**config.mk**
```make
export PLATFORM = sky130hd
export DESIGN_NAME = tc_timer_flat
export DESIGN_NICKNAME = d
export VERILOG_FILES = /design/src/rtl/tc_timer_pkg.sv /design/src/rtl/tc_timer_if.sv /design/src/rtl/tc_timer.sv /design/src/flat_wrapper.sv
export SDC_FILE = /design/constraint.sdc
export NUM_CORES = 1
export LEC_CHECK = 0
export CAP_MARGIN = 20
export CORE_MARGIN = 2
export CORE_UTILIZATION = 25
export CTS_CLUSTER_SIZE = 12
export DETAILED_ROUTE_END_ITERATION = 8
export DONT_BUFFER_PORTS = 1
export GPL_ROUTABILITY_DRIVEN = 0
export PLACE_DENSITY = 0.46
export RECOVER_POWER = 50
export REMOVE_ABC_BUFFERS = 1
export SKIP_LAST_GASP = 1
export SYNTH_ARGS = -nofsm -noshare
export SYNTH_HDL_FRONTEND = slang
export SYNTH_SLANG_ARGS = --single-unit
```
**constraint.sdc**
```tcl
create_clock -name clk -period 2.1 [get_ports clk]
set_input_delay 0.42 -clock clk [delete_from_list [all_inputs] [get_ports clk]]
set_output_delay 0.42 -clock clk [all_outputs]
set_load 0.02 [all_outputs]
```
**src/rtl/tc_timer_pkg.sv**
```systemverilog
// Shared constants for the TC0/TC1 timer/counter: register offsets, CTRL
// field positions, mode codes, FSM states and the byte-lane merge helper.
package tc_timer_pkg;

   localparam logic [1:0] ADDR_CTRL   = 2'd0;
   localparam logic [1:0] ADDR_PRESET = 2'd1;
   localparam logic [1:0] ADDR_COUNT  = 2'd2;

   localparam int CTRL_EN   = 0;
   localparam int CTRL_MODE = 1;  // MODE occupies bits [2:1]
   localparam int CTRL_IM   = 3;

   // Only EN, MODE and IM are storage; everything above reads back as zero.
   localparam logic [31:0] CTRL_MASK = 32'h0000_000F;

   localparam logic [1:0] MODE_ONESHOT = 2'b00;
   localparam logic [1:0] MODE_RELOAD  = 2'b01;

   typedef enum logic [1:0] {
      ST_IDLE = 2'd0,
      ST_LOAD = 2'd1,
      ST_CNT  = 2'd2,
      ST_INT  = 2'd3
   } tc_state_e;

   function automatic logic [31:0] merge_bytes(input logic [31:0] old_val,
                                               input logic [31:0] wdata,
                                               input logic [3:0]  be);
      logic [31:0] res;
      res = old_val;
      for (int i = 0; i < 4; i++) begin
         if (be[i]) res[8*i +: 8] = wdata[8*i +: 8];
      end
      return res;
   endfunction

endpackage

```
**src/rtl/tc_timer_if.sv**
```systemverilog
// Bus-side view of one timer instance: word offset, byte enables and write
// data from the bridge, combinational read data and the interrupt request.
interface tc_timer_if;
   logic [1:0]  Addr;
   logic [3:0]  Byte_en;
   logic [31:0] WData;
   logic [31:0] RData;
   logic        IRQ;

   modport master (output Addr, Byte_en, WData, input RData, IRQ);
   modport slave  (input Addr, Byte_en, WData, output RData, IRQ);
endinterface

```
**src/rtl/tc_timer.sv**
```systemverilog
// Memory-mapped down-counter with one-shot / auto-reload modes and a
// maskable interrupt request; CPU writes to CTRL take priority over the FSM.
module tc_timer
   import tc_timer_pkg::*;
#(
   parameter int COUNT_W = 32
) (
   input logic       clk,
   input logic       reset,
   tc_timer_if.slave bus
);

   logic [31:0]        ctrl_q;
   logic [COUNT_W-1:0] preset_q;
   logic [COUNT_W-1:0] count_q;
   logic               irq_flag;
   tc_state_e          state;

   logic        wr_ctrl;
   logic        wr_preset;
   logic        auto_reload;
   logic [31:0] ctrl_merged;
   logic [31:0] preset_merged;

   assign wr_ctrl     = (bus.Byte_en != 4'b0000) && (bus.Addr == ADDR_CTRL);
   assign wr_preset   = (bus.Byte_en != 4'b0000) && (bus.Addr == ADDR_PRESET);
   assign auto_reload = (ctrl_q[CTRL_MODE +: 2] == MODE_RELOAD);

   assign ctrl_merged   = merge_bytes(ctrl_q, bus.WData, bus.Byte_en) & CTRL_MASK;
   assign preset_merged = merge_bytes(32'(preset_q), bus.WData, bus.Byte_en);

   // NOTE: sequential state uses non-blocking assignments only, so later
   // assignments in this block (the CPU write) override earlier FSM ones.
   always_ff @(posedge clk) begin
      if (reset) begin
         ctrl_q   <= '0;
         preset_q <= '0;
         count_q  <= '0;
         irq_flag <= 1'b0;
         state    <= ST_IDLE;
      end else begin
         unique case (state)
            ST_IDLE: begin
               // Flag drops on entry to LOAD so an auto-reload IRQ spans only INT and IDLE.
               if (ctrl_q[CTRL_EN]) begin
                  irq_flag <= 1'b0;
                  state    <= ST_LOAD;
               end
            end
            ST_LOAD: begin
               count_q  <= preset_q;
               irq_flag <= 1'b0;
               state    <= ST_CNT;
            end
            ST_CNT: begin
               if (!ctrl_q[CTRL_EN]) begin
                  state <= ST_IDLE;
               end else if (count_q > COUNT_W'(1)) begin
                  count_q <= count_q - COUNT_W'(1);
               end else begin
                  count_q  <= '0;
                  irq_flag <= 1'b1;
                  state    <= ST_INT;
               end
            end
            ST_INT: begin
               if (!auto_reload) ctrl_q[CTRL_EN] <= 1'b0;
               state <= ST_IDLE;
            end
            default: state <= ST_IDLE;
         endcase

         // A CTRL write is the one-shot acknowledge and beats the EN clear above.
         if (wr_ctrl) begin
            ctrl_q <= ctrl_merged;
            if (!auto_reload) irq_flag <= 1'b0;
         end
         if (wr_preset) preset_q <= preset_merged[COUNT_W-1:0];
      end
   end

   // NOTE: every output of this block gets a default first, so no latch is inferred.
   always_comb begin
      bus.RData = '0;
      unique case (bus.Addr)
         ADDR_CTRL:   bus.RData = ctrl_q;
         ADDR_PRESET: bus.RData = 32'(preset_q);
         ADDR_COUNT:  bus.RData = 32'(count_q);
         default:     bus.RData = '0;
      endcase
   end

   assign bus.IRQ = ctrl_q[CTRL_IM] & irq_flag;

endmodule
```
**src/flat_wrapper.sv**
```systemverilog
// flat-port wrapper written by rule: the top's interface ports become plain ports
module tc_timer_flat import tc_timer_pkg::*;
#(
   parameter int COUNT_W = 32
)
  (clk, reset, bus_Addr, bus_Byte_en, bus_WData, bus_RData, bus_IRQ);
  tc_timer_if bus_i ();
  input logic clk;
  input logic reset;
  input wire logic [$bits(bus_i.Addr)-1:0] bus_Addr;
  input wire logic [$bits(bus_i.Byte_en)-1:0] bus_Byte_en;
  input wire logic [$bits(bus_i.WData)-1:0] bus_WData;
  output wire logic [$bits(bus_i.RData)-1:0] bus_RData;
  output wire logic [$bits(bus_i.IRQ)-1:0] bus_IRQ;
  assign bus_i.Addr = bus_Addr;
  assign bus_i.Byte_en = bus_Byte_en;
  assign bus_i.WData = bus_WData;
  assign bus_RData = bus_i.RData;
  assign bus_IRQ = bus_i.IRQ;
  tc_timer #(.COUNT_W(COUNT_W)) u_core (.clk(clk), .reset(reset), .bus(bus_i));
endmodule
```
==> results of run 1 <==
[path summary, 6_finish.rpt]
check	endpoint	slack, ns	depth (start not counted)
setup reg to reg	u_core.count_q[18]	-0.06	6
setup / recovery	u_core.count_q[18]	-0.06	6
hold / removal	u_core.preset_q[1]	0.13	1
hold reg to reg	u_core.preset_q[9]	0.47	2
[final cells by class]
class,count,area (um^2),area share
Multi-Input combinational cell,412,2610,0.488
Sequential cell,71,1430,0.267
Tap cell,216,270,0.0506
Inverter,6,22.5,0.00422
Timing Repair Buffer,86,711,0.133
Clock inverter,7,81.3,0.0152
Clock buffer,9,225,0.0422
[power groups by stage]
stage	Combinational [mW]	Clock (mW)	Sequential [mW]
2_1_floorplan	0.211	0	1.43
3_3_place_gp	0.370	0	1.43
3_5_place_dp	0.373	0	1.43
4_1_cts	0.408	1.64	1.40
5_1_grt	0.467	1.71	1.40
6_report	0.428	1.61	1.40
[flip-flops by register name, summed over array words and instances, names as in the netlist]
name,count
u_core.irq_flag,1
u_core.count_q,32
u_core.ctrl_q,4
u_core.state,2
u_core.preset_q,32
[Yosys cell counts (all sizes together), types with 4 or more instances]
cell     n  area [um^2]
nand2   84          315
dfxtp   71         1420
nand3   54          283
a21oi   43          215
clkbuf  41          175
a22o    29          255
nor2    26          113
a31oi   22          138
nor3    17         85.1
o21ai   16         80.1
nor4    11         83.8
mux2i    9         90.1
or3      8         51.3
and3     7         43.8
nor2b    7         43.8
buf      6         35.0
inv      6         22.5
or2      6         37.5
and2     5         32.5
nand2b   5         31.3
o22ai    5         31.3
a211oi   4         30.0
a221oi   4         35.0
[per-stage QoR]
stage | util | instances | cell area [um^2] | total power, mW
2_1_floorplan | - | 488 | 3870 | 1.64
4_1_cts | 0.329 | 805 | 5240 | 3.45
6_report | 0.335 | 807 | 5340 | 3.44
5_1_grt | 0.335 | 807 | 5340 | 3.58
3_5_place_dp | 0.301 | 783 | 4790 | 1.80
3_3_place_gp | 0.301 | 783 | 4790 | 1.80
[kinds of logic after synthesis]
kind of cell / count (synthesis) / synth area share
AO/OA/AOI/OAI: 152 / 0.253
XOR/XNOR: 2 / 0.00429
adder cells (fa/ha/maj): 2 / 0.00613
buffers and inverters: 53 / 0.0570
flip-flops: 71 / 0.348
multiplexers: 12 / 0.0304
AND/OR/NAND/NOR: 243 / 0.301
[routing by layer]
| layer | vias to the layer above | GRT usage | wire length, um |
|---|---|---|---|
| li1 | 2083 | - | - |
| met1 | 2033 | 0.207 | 6430 |
| met2 | 109 | 0.264 | 6700 |
| met3 | 35 | 0.0350 | 746 |
| met4 | 0 | 0.100 | 541 |
| met5 | - | 0 | 0 |
[critical path, delay by kind of cell (launching register included)]
kind	cells	cell delay, ns
simple gates	5	1.49
compound gates	1	0.26
flops	1	0.32
[what timing repair did]
item,in CTS,in global routing
pin swaps,3,13
buffers inserted,5,2
hold buffers,0,0
gates resized for setup,20,25
setup endpoints to repair,26,28
cloned,1,0
==> flow_summary.json, run 1 <==
{
  "crit_slowest_cell": "or4_4",
  "avgSynthCellArea_um2": 7.63,
  "initial_core_util": 0.256,
  "netlist_instances": 535,
  "insertion_delay_ns": 0.36,
  "drv_cap": 0,
  "drive_gt1_frac": 0.252,
  "setup_tns_ns": -0.197,
  "grt_max_degree": 70,
  "final_cell_mix": "84 x nand2_1, 74 x buf_4, 68 x dfxtp_1",
  "die_h_um": 132,
  "ys.flop_type": "dfxtp_1",
  "first_global_vias": 4284,
  "viasPerCell": 5.28,
  "slew-limit-headroom": 0.537,
  "crit_top_cell": "or3_4",
  "critPathLaunchType": "flop",
  "cts_max_path_buffers": 2,
  "p_int_mw": 2.51,
  "ios": 73,
  "synthArstFlopShare": 0,
  "finalHoldViolations": 0,
  "clockRootBuffer": "clkbuf_16",
  "slew_violations": 0,
  "timing.rr.start": "u_core.count_q[28]",
  "p_sw_mw": 0.928,
  "swShare": 0.270,
  "crit_arrival_ns": 2.41,
  "cts_buffers": 9,
  "firstDrtPassIters": 5,
  "hold_class": "primary input to flop",
  "die_area_um2": 17400,
  "grt_use_total": 0.166,
  "place_ws_ns": -0.135,
  "grt_overflow": 0,
  "slowest_delay_ns": 0.55,
  "holdWs_ns": 0.127,
  "rows": 46,
  "yosys.cell_types.count": 66,
  "setup_ws_ns": -0.0595,
  "worstSetupPathType": "flop to flop",
  "core-area_um2": 15900,
  "yosysSeqAreaShare": 0.348,
  "cts_tree": "yes",
  "comb_power_share": 0.125,
  "status": "finished, violations left",
  "area_delta_synth_final_pct": 30.9,
  "htree_levels": 3,
  "peakVddDrop_v": 0.000365,
  "pwr-share-clk": 0.468,
  "violations": "negative setup slack",
  "antenna_found_initial": 0,
  "portBuffers": 0,
  "crit_fanout": 6,
  "p_seq_frac": 0.408,
  "remaining_drc_errors": 0,
  "clk_pin_slew_ns": 0.07,
  "worst_setup_path_end_kind": "flop",
  "crit_chain": "or4_4, or3_4, or3_4, nand3_4, nor3_1, o31a_1",
  "ys_ff_latch": 71,
  "die_w_um": 132,
  "final_common_cell": "nand2_1",
  "power_leakage_nw": 2.05,
  "max_freq_mhz": 463,
  "crit_start": "u_core.count_q[28]",
  "antenna_left": 0,
  "fin_crit_ns": 2.16,
  "hp-start": "reset",
  "yosysWarningCount": 0,
  "rsz0062_at_grt": "true",
  "required_ns": 2.35,
  "synth-edff-count": 0,
  "netlist_area_um2": 4080,
  "n_antenna_cell": 0,
  "fin_crit_sh": 1.03,
  "cts.sinks": 71,
  "setup_viol": 7,
  "final_nets": 628,
  "power.density_nw_per_um2": 643,
  "num_vias": 4260,
  "grt_pass1_wl_um": 22900,
  "wirelength_um": 14400,
  "post_drt_wl_per_cell_um": 17.9,
  "num-fill-cells": 1687,
  "drtIter0Drc": 192,
  "worst_clock_skew_ns": 0.0104,
  "place_hpwl_um": 9970,
  "tightest_slew_ns": 0.687
}
No activity file was read; power rests on OpenSTA's default activity.
==> inputs of run 2 (changes only) <==
- ABC_AREA: unset -> 1
- CTS_CLUSTER_DIAMETER: unset -> 80
==> flow_summary.json, run 2 <==
{
  "antenna_left": 0,
  "cts_tree": "yes",
  "yosysWarningCount": 0,
  "synthXorXnorAreaFrac": 0.0325,
  "slew_violations": 0,
  "p_seq_frac": 0.410,
  "worst_clock_skew_ns": 0.00932,
  "drv_cap": 0,
  "synthArstFlopShare": 0,
  "die_w_um": 135,
  "final_util": 0.298,
  "p_sw_mw": 0.912,
  "synth.area.top_cells": "dfxtp_1 33%, nand2_1 16%, a21oi_1 7.8%",
  "tightest_slew_ns": 0.688,
  "initial_core_util": 0.253,
  "p_int_mw": 2.54,
  "largestRegisters": "u_core.count_q x32, u_core.preset_q x32, u_core.ctrl_q x4",
  "timing.rr.start": "u_core.count_q[0]",
  "place_hpwl_um": 10100,
  "place_ws_ns": 0.216,
  "required_ns": 1.68,
  "hold_class": "primary input to flop",
  "htree_levels": 3,
  "globalRouteMet1Util": 0.215,
  "viasPerCell": 4.63,
  "fin_crit_ns": 1.99,
  "rows": 48,
  "final_cell_mix": "179 x nand2_1, 88 x inv_1, 71 x dfxtp_1",
  "cts_hold_buf": 0,
  "clockRootBuffer": "clkbuf_16",
  "hp-start": "reset",
  "firstDrtPassIters": 5,
  "crit_start": "bus_Addr[1]",
  "grtUsageMet2": 0.244,
  "n_antenna_cell": 0,
  "ys.flop_type": "dfxtp_1",
  "setup_ws_ns": 0.112,
  "drtIter0Drc": 224,
  "synth_top_cells_by_count": "179 x nand2_1, 88 x inv_1, 71 x dfxtp_1",
  "synth.mux.area_fraction": 0,
  "cts_max_path_buffers": 2,
  "crit_arrival_ns": 1.57,
  "setup_viol": 0,
  "pwr-share-clk": 0.469,
  "fin_crit_sh": 0.947,
  "slew-limit-headroom": 0.541,
  "netlist.area_leader.share": 0.330,
  "comb_power_share": 0.121,
  "netlist_instances": 669,
  "final_nets": 739,
  "synth-simple-area-share": 0.315,
  "wirelength_um": 14100,
  "yosys.cell_types.count": 33,
  "ys_ff_latch": 71,
  "clk_pin_slew_ns": 0.06,
  "power.density_nw_per_um2": 678,
  "power_leakage_nw": 2.18,
  "cts.sinks": 71,
  "grt_max_degree": 37,
  "cts_resized": 0,
  "netlist_area_um2": 4310,
  "insertion_delay_ns": 0.35,
  "ios": 73,
  "holdWs_ns": 0.139,
  "worstSetupPathType": "primary input to output pin",
  "final_area_um2": 5090,
  "die_h_um": 135,
  "remaining_drc_errors": 0,
  "portBuffers": 0,
  "cts_buffers": 9,
  "antenna_found_initial": 0,
  "grt_pass1_wl_um": 22700,
  "num_vias": 4294,
  "yosysSeqAreaShare": 0.330,
  "first_global_vias": 4287,
  "met3_usage": 0.0438,
  "die_area_um2": 18300,
  "busiest_layer": "met2",
  "final_common_cell": "nand2_1",
  "max_freq_mhz": 503,
  "worst_setup_path_end_kind": "output pin",
  "avgSynthCellArea_um2": 6.44,
  "status": "finished, final reports clean",
  "swShare": 0.264,
  "place_area_um2": 4820,
  "power_mw": 3.45,
  "yosysMostFrequentCell": "nand2_1",
  "synthAdderAreaFrac": 0.00580,
  "area_delta_synth_final_pct": 18.0,
  "crit_fanout": 13,
  "post_drt_wl_per_cell_um": 15.2,
  "rsz0062_at_grt": "false",
  "synth_top_family_by_area": "simple AND/OR/NAND/NOR gates",
  "grt_use_total": 0.160,
  "critPathLaunchType": "primary input",
  "drive_gt1_frac": 0.130,
  "synth-edff-count": 0,
  "finalHoldViolations": 0,
  "peakVddDrop_v": 0.000290,
  "synth_compound_area_frac": 0.207,
  "core-area_um2": 17100,
  "grt_overflow": 0,
  "yosysTopAreaCell": "dfxtp_1"
}
## run 2: changes by cell type after synthesis, sizes merged, moves of 11 or more
cell / delta
xor2: +13
o21ai: +37
nor2: +46
clkbuf: -20
nand2: +104
nor3: -11
a22o: -29
a21oi: +25
a31oi: -22
inv: +84
nand3: -31
o22ai: +32
## run 2: cells by family after synthesis
| group | Yosys count |
|---|---|
| compound gates | 163 |
| xor+xnor | 16 |
| fa+ha+maj | 2 |
| buf+inv | 119 |
| flops | 71 |
| simple gates | 298 |
## run 2: cell type report
class | count | area [um^2]
fill | 1964 | 12000
inverter | 90 | 338
clock inverter | 3 | 40.0
timing repair buffer | 45 | 310
tap | 225 | 282
clock buffer | 13 | 270
sequential | 71 | 1420
multi-input combinational | 480 | 2430
## run 2: metal layers
metal	up-vias	part of all wire
li1	2220	-
met1	1955	0.49
met2	101	0.43
met3	18	0.060
met4	0	0.023
met5	-	0
## run 2: worst max-delay path: stages
cell	delay (ns)
inv_1	0.02
or2_2	0.39
clkbuf_2	0.29
o221ai_1	0.25
buf_4	0.18
## run 2: repair_timing
item | in CTS | in global routing
endpoints found under the setup margin | 0 | 2
buffers inserted | 0 | 0
endpoints found under the hold margin | 0 | 0
## run 2: final timing paths
check | slack, ns | cells past startpoint | end
max | 0.11 | 5 | bus_RData[1]
min | 0.14 | 1 | u_core.count_q[27]
max reg2reg | 0.19 | 13 | u_core.count_q[19]
min reg2reg | 0.47 | 2 | u_core.preset_q[29]
## run 2: power by group through the flow
stage	sequential [mW]	combinational [mW]	clock, mW
4_1_cts	1.41	0.425	1.65
6_report	1.42	0.419	1.62
3_5_place_dp	1.44	0.423	0
3_3_place_gp	1.44	0.421	0
5_1_grt	1.42	0.475	1.72
2_1_floorplan	1.44	0.296	0
## run 2: metrics by stage
step / std cells / TNS (ns)
finish: 927 / 0
global placement: 910 / 0
floorplan: 640 / -3.43
detailed placement: 910 / 0
global route: 927 / 0
CTS: 926 / 0
